--- config.mk ---
export PLATFORM = sky130hd
export DESIGN_NAME = iot_event_arbiter
export DESIGN_NICKNAME = d
export VERILOG_FILES = /design/src/rtl/iot_event_arbiter.sv
export SDC_FILE = /design/constraint.sdc
export NUM_CORES = 1
export LEC_CHECK = 0
export CELL_PAD_IN_SITES_DETAIL_PLACEMENT = 1
export CELL_PAD_IN_SITES_GLOBAL_PLACEMENT = 1
export CORE_ASPECT_RATIO = 1.1
export CORE_UTILIZATION = 40
export CTS_CLUSTER_DIAMETER = 150
export DETAILED_ROUTE_END_ITERATION = 16
export PLACE_DENSITY_LB_ADDON = 0.3
export RECOVER_POWER = 25
export SLEW_MARGIN = 20
export SYNTH_ARGS = -nofsm -noshare
export SYNTH_HDL_FRONTEND = slang
export SYNTH_SLANG_ARGS = --single-unit
--- constraint.sdc ---
create_clock -name clk -period 9.2 [get_ports clk]
set_input_delay 1.84 -clock clk [delete_from_list [all_inputs] [get_ports clk]]
set_output_delay 1.84 -clock clk [all_outputs]
set_load 0.03 [all_outputs]
--- src/rtl/iot_event_arbiter.sv ---
// Round-robin arbiter that turns gateway join/leave requests into single-cycle
// change/on_off events and keeps a shadow device count that never wraps.
module iot_event_arbiter #(
    parameter int N_REQ   = 4,
    parameter int CNT_W   = 8,
    parameter int MAX_DEV = 200
) (
    input  logic             clk,
    input  logic             rst,
    input  logic             en_i,
    input  logic             clr_i,
    input  logic [N_REQ-1:0] req_i,
    input  logic [N_REQ-1:0] dir_i,
    output logic [N_REQ-1:0] ack_o,
    output logic [N_REQ-1:0] nack_o,
    output logic             change_o,
    output logic             on_off_o,
    output logic [CNT_W-1:0] count_o,
    output logic             full_o,
    output logic             empty_o,
    output logic             state_o
);

    localparam int PTR_W = (N_REQ > 1) ? $clog2(N_REQ) : 1;

    typedef enum logic {
        IDLE  = 1'b0,
        GRANT = 1'b1
    } state_t;

    // Handshake: a port holds req_i (with stable dir_i) until it sees a
    // one-cycle ack_o or nack_o pulse; it is masked from arbitration while
    // that pulse is visible, so it may drop req_i then or re-request later.

    state_t             state_q, state_d;
    logic [PTR_W-1:0]   rr_ptr_q, rr_ptr_d;
    logic [CNT_W-1:0]   count_q, count_d;
    logic [N_REQ-1:0]   ack_q, ack_d;
    logic [N_REQ-1:0]   nack_q, nack_d;
    logic               change_q, change_d;
    logic               on_off_q, on_off_d;

    logic [N_REQ-1:0]   elig;
    logic               grant_valid;
    logic [PTR_W-1:0]   grant_idx;
    logic               at_max;
    logic               at_zero;

    assign elig    = req_i & ~(ack_q | nack_q);
    assign at_max  = (count_q == CNT_W'(MAX_DEV));
    assign at_zero = (count_q == '0);

    // Scan downward in priority offset so the port closest to rr_ptr wins.
    always_comb begin
        grant_idx = '0;
        for (int i = N_REQ - 1; i >= 0; i--) begin
            int j;
            j = int'(rr_ptr_q) + i;
            if (j >= N_REQ) j = j - N_REQ;
            if (elig[j]) grant_idx = PTR_W'(j);
        end
    end

    assign grant_valid = en_i & ~clr_i & (|elig);

    always_comb begin
        state_d  = IDLE;
        rr_ptr_d = rr_ptr_q;
        count_d  = count_q;
        ack_d    = '0;
        nack_d   = '0;
        change_d = 1'b0;
        on_off_d = on_off_q;
        if (clr_i) begin
            count_d = '0;
        end else if (grant_valid) begin
            // GRANT is the response cycle; back-to-back grants stay in GRANT.
            state_d  = GRANT;
            rr_ptr_d = (grant_idx == PTR_W'(N_REQ - 1)) ? '0 : grant_idx + 1'b1;
            if ((dir_i[grant_idx] && at_max) || (!dir_i[grant_idx] && at_zero)) begin
                nack_d[grant_idx] = 1'b1;
            end else begin
                ack_d[grant_idx] = 1'b1;
                change_d         = 1'b1;
                on_off_d         = dir_i[grant_idx];
                count_d          = dir_i[grant_idx] ? count_q + 1'b1 : count_q - 1'b1;
            end
        end
    end

    always_ff @(posedge clk or posedge rst) begin
        if (rst) begin
            state_q  <= IDLE;
            rr_ptr_q <= '0;
            count_q  <= '0;
            ack_q    <= '0;
            nack_q   <= '0;
            change_q <= 1'b0;
            on_off_q <= 1'b0;
        end else begin
            state_q  <= state_d;
            rr_ptr_q <= rr_ptr_d;
            count_q  <= count_d;
            ack_q    <= ack_d;
            nack_q   <= nack_d;
            change_q <= change_d;
            on_off_q <= on_off_d;
        end
    end

    assign ack_o    = ack_q;
    assign nack_o   = nack_q;
    assign change_o = change_q;
    assign on_off_o = on_off_q;
    assign count_o  = count_q;
    assign full_o   = at_max;
    assign empty_o  = at_zero;
    assign state_o  = state_q;

endmodule

==> qor.csv <==
stage,metric,value,unit
layout,P&R area growth vs syn,26.9,%
die,chip width,57.6,um
logic_synthesis,YS warnings,0,
layout,share of cells above drive strength 1,6.74,%
clock_network,H-tree depth,1,
global_route,total track usage,22.1,%
power_and_ir_drop,switch share,48.0,%
power_and_ir_drop,Max VDD drop,143,uV
global_route,first-pass GRT wire length,6180,um
run,max-cap violations,0,
die,Row Count,21,
logic_synthesis,Cell variety after synth,47,
critical_path,"Buf+Inv Stages, Crit Path",3,
route,number of vias per cell,5.71,
route,Routed WL,3560,um
layout,antenna fix cells,0,
place,input/output buffers,32,
layout,Final Net Count,199,
sta,crit path time final,5600,ps
die,die height,63.2,um
die,die area,0.00364,sq mm
critical_path,startpoint types,primary input,
die,Starting Density,43.2,%
power_and_ir_drop,Total Power,0.534,mW
route,drt first-iter violations,26,
sta,Setup TNS,0,ps
global_route,largest net degree at the start of global routing,22,
critical_path,Crit path max-delay family,compound AO/OA/AOI/OAI gates,
route,drt wl/cell,16.8,um
sta,Setup Skew,1.22,ps
sta,final hold violation count,0,
layout,Non-Filler Instances,212,
logic_synthesis,"Primary FF master, synth",dfrtp_1,
clock_network,clock sinks,21,
critical_path,slowest CP cell,nor3b_1,
sta,RSZ-0062 raised after global routing,no,
sta,fin worst setup slack,3600,ps
layout,area occupied by multi-input gates,748,sq um
place,global placer's final weighted congestion,0.885,
route,vias,1210,
sta,Max Slew Vio Count,0,
clock_network,Root Buffer,clkbuf_4,
critical_path,CP endpoint kind,register,
place,Cells after DPL,208,
critical_path,critical path arrival,5790,ps
logic_synthesis,Mapped Avg Cell Area,9.39,sq um
global_route,vias in the first global route,1338,
logic_synthesis,Post-synth ARST share,100,%
power_and_ir_drop,P_leak,0.776,nW
logic_synthesis,post-synthesis sequential area ratio,38.6,%
layout,sequential cell area,526,sq um
critical_path,CP required,9390,ps
place,hpwl dp,2800,um
layout,number of fill cells,378,
sta,FMAX,179,MHz
clock_network,Clock Tree Buf Depth,2,
logic_synthesis,Post-Syn Nets,165,
critical_path,peak per-stage delay on the critical path,540,ps
power_and_ir_drop,power share of the clock group,8.3,%
route,Routed Antenna Nets,0,
critical_path,CP cell instances,clkdlybuf4s50_1 > nor3b_1 > o2bb2ai_1 > a211oi_2 > a221o_1 > and2_1 > clkinv_2 > ha_1 > a41o_1 > inv_1 > a31oi_1 > a41oi_1 > xnor2_1 > o21ba_1 > mux2i_1,
worst_hold_path,worst min path class,reg -> reg,
sta,WHS,534,ps
outcome,violated checks,DRC,
clock_network,hold buffers post-CTS,0,
logic_synthesis,number of synthesized flops with an enable pin,0,
clock_network,"Reg clk slew, reported paths",120,ps
sta,Rel. slew slack,43.1,%
clock_network,CTS tree,yes,
logic_synthesis,number of synthesized register bits,21,
global_route,initial antenna violation count,0,
power_and_ir_drop,NetSw,0.256,mW
logic_synthesis,synthesized instance count,145,
die,number of I/O pins,33,
clock_network,worst skew pair latency,290,ps
global_route,grt ovf,0,
sta,final worst-path cycle share,60.8,%
clock_network,Post-CTS Setup Inserts,0,
route,Remaining DRCs,3,
die,core area,0.00315,sq mm
power_and_ir_drop,Power Density,309,mW/mm^2
power_and_ir_drop,Flop pwr share,26.8,%
sta,Slew @ Worst Pin,852,ps
outcome,status,"complete, but fails checks",
critical_path,flop2flop setup slack,5190,ps
route,router iterations before antenna repair,10,
clock_network,number of buffers created by CTS,3,
power_and_ir_drop,Comb power frac,65.0,%
clock_network,post_cts resized,0,
sta,# setup viols final,0,
logic_synthesis,synthesized area,0.00136,sq mm
place,DP Worst Slack,3340,ps
power_and_ir_drop,internal power,0.278,mW
critical_path,crit path kind,in -> reg,
critical_path,CP max FO,10,
synth_stat cells, drive strengths merged (4+ instances only):
| library cell | count | area (sq um) |
|---|---|---|
| inv | 14 | 52.6 |
| and2 | 6 | 37.5 |
| a21oi | 6 | 30.0 |
| o21ai | 9 | 45.0 |
| mux2i | 4 | 52.6 |
| nor2 | 13 | 48.8 |
| ha | 8 | 100 |
| dfrtp | 21 | 526 |
| nand2 | 12 | 47.6 |
| xnor2 | 4 | 35.0 |
worst min-delay path: stages (launching register included):
cell	delay, ps
dfrtp_1	390
nand2_1	50
o21ai_0	60
flip-flops by register name, indices dropped and copies added, names as in the netlist:
name,flops
rr_ptr_q,2
count_o,8
ack_o,4
state_o,1
on_off_o,1
nack_o,4
change_o,1
metrics by stage:
stage                     cell area [sq um]  util, %
after floorplan                        1360        -
after global placement                 1700     54.0
after detailed placement               1700     54.0
after CTS                              1730     54.8
after global routing                   1730     54.8
final                                  1730     54.8
logic make-up (layout without fill, tap and decap cells):
family                   after synthesis  count (layout)  share of synthesized area [%]
AND/OR/NAND/NOR                       53              53                           21.8
AO/OA/AOI/OAI                         34              34                           17.9
flip-flops                            21              21                           38.6
buffers and inverters                 19              52                           6.43
adder cells (fa/ha/maj)                8               8                           7.35
XOR/XNOR                               5               5                           3.22
multiplexers                           5               5                           4.69
metal layers:
metal  GRT usage (%)  vias up  wire length (um)
li1                -      581                 -
met1            25.6      593              1470
met2            40.8       28              1910
met3            1.85        8               100
met4            8.84        0                76
met5               0        -                 0
power groups by stage:
stage	Clock [mW]	Sequential (mW)	Combinational, mW
3_5_place_dp	0	0.145	0.349
4_1_cts	0.0466	0.143	0.351
2_1_floorplan	0	0.170	0.230
3_3_place_gp	0	0.143	0.335
5_1_grt	0.0533	0.147	0.384
6_report	0.0442	0.143	0.347
final timing paths:
kind / from / cells past startpoint / to
min reg2reg: on_off_o / 2 / on_off_o
max: req_i[1] / 15 / count_o[7]
max reg2reg: nack_o[1] / 14 / count_o[7]
min: on_off_o / 2 / on_off_o
min in group asynchronous: rst / 2 / rr_ptr_q[1]
max in group asynchronous: rst / 2 / count_o[7]
placed cells by master, fill, tap and decap left out, types with 4 or more instances in the layout:
cell type and instances:
clkdlybuf4s50_1 31, dfrtp_1 21, nor2_1 13, inv_1 13
nand2_1 11, ha_1 8, o21ai_0 7, and2_1 6
a21oi_1 6, xnor2_1 4
cell type report:
cell class                 instances  area share (%)
sequential                        21            30.4
tap                               34            2.46
clock buffer                       4            1.52
inverter                          15            3.33
timing repair buffer              33            19.0
multi-input combinational        105            43.3
Note: power is estimated with default switching activity, not from simulation.
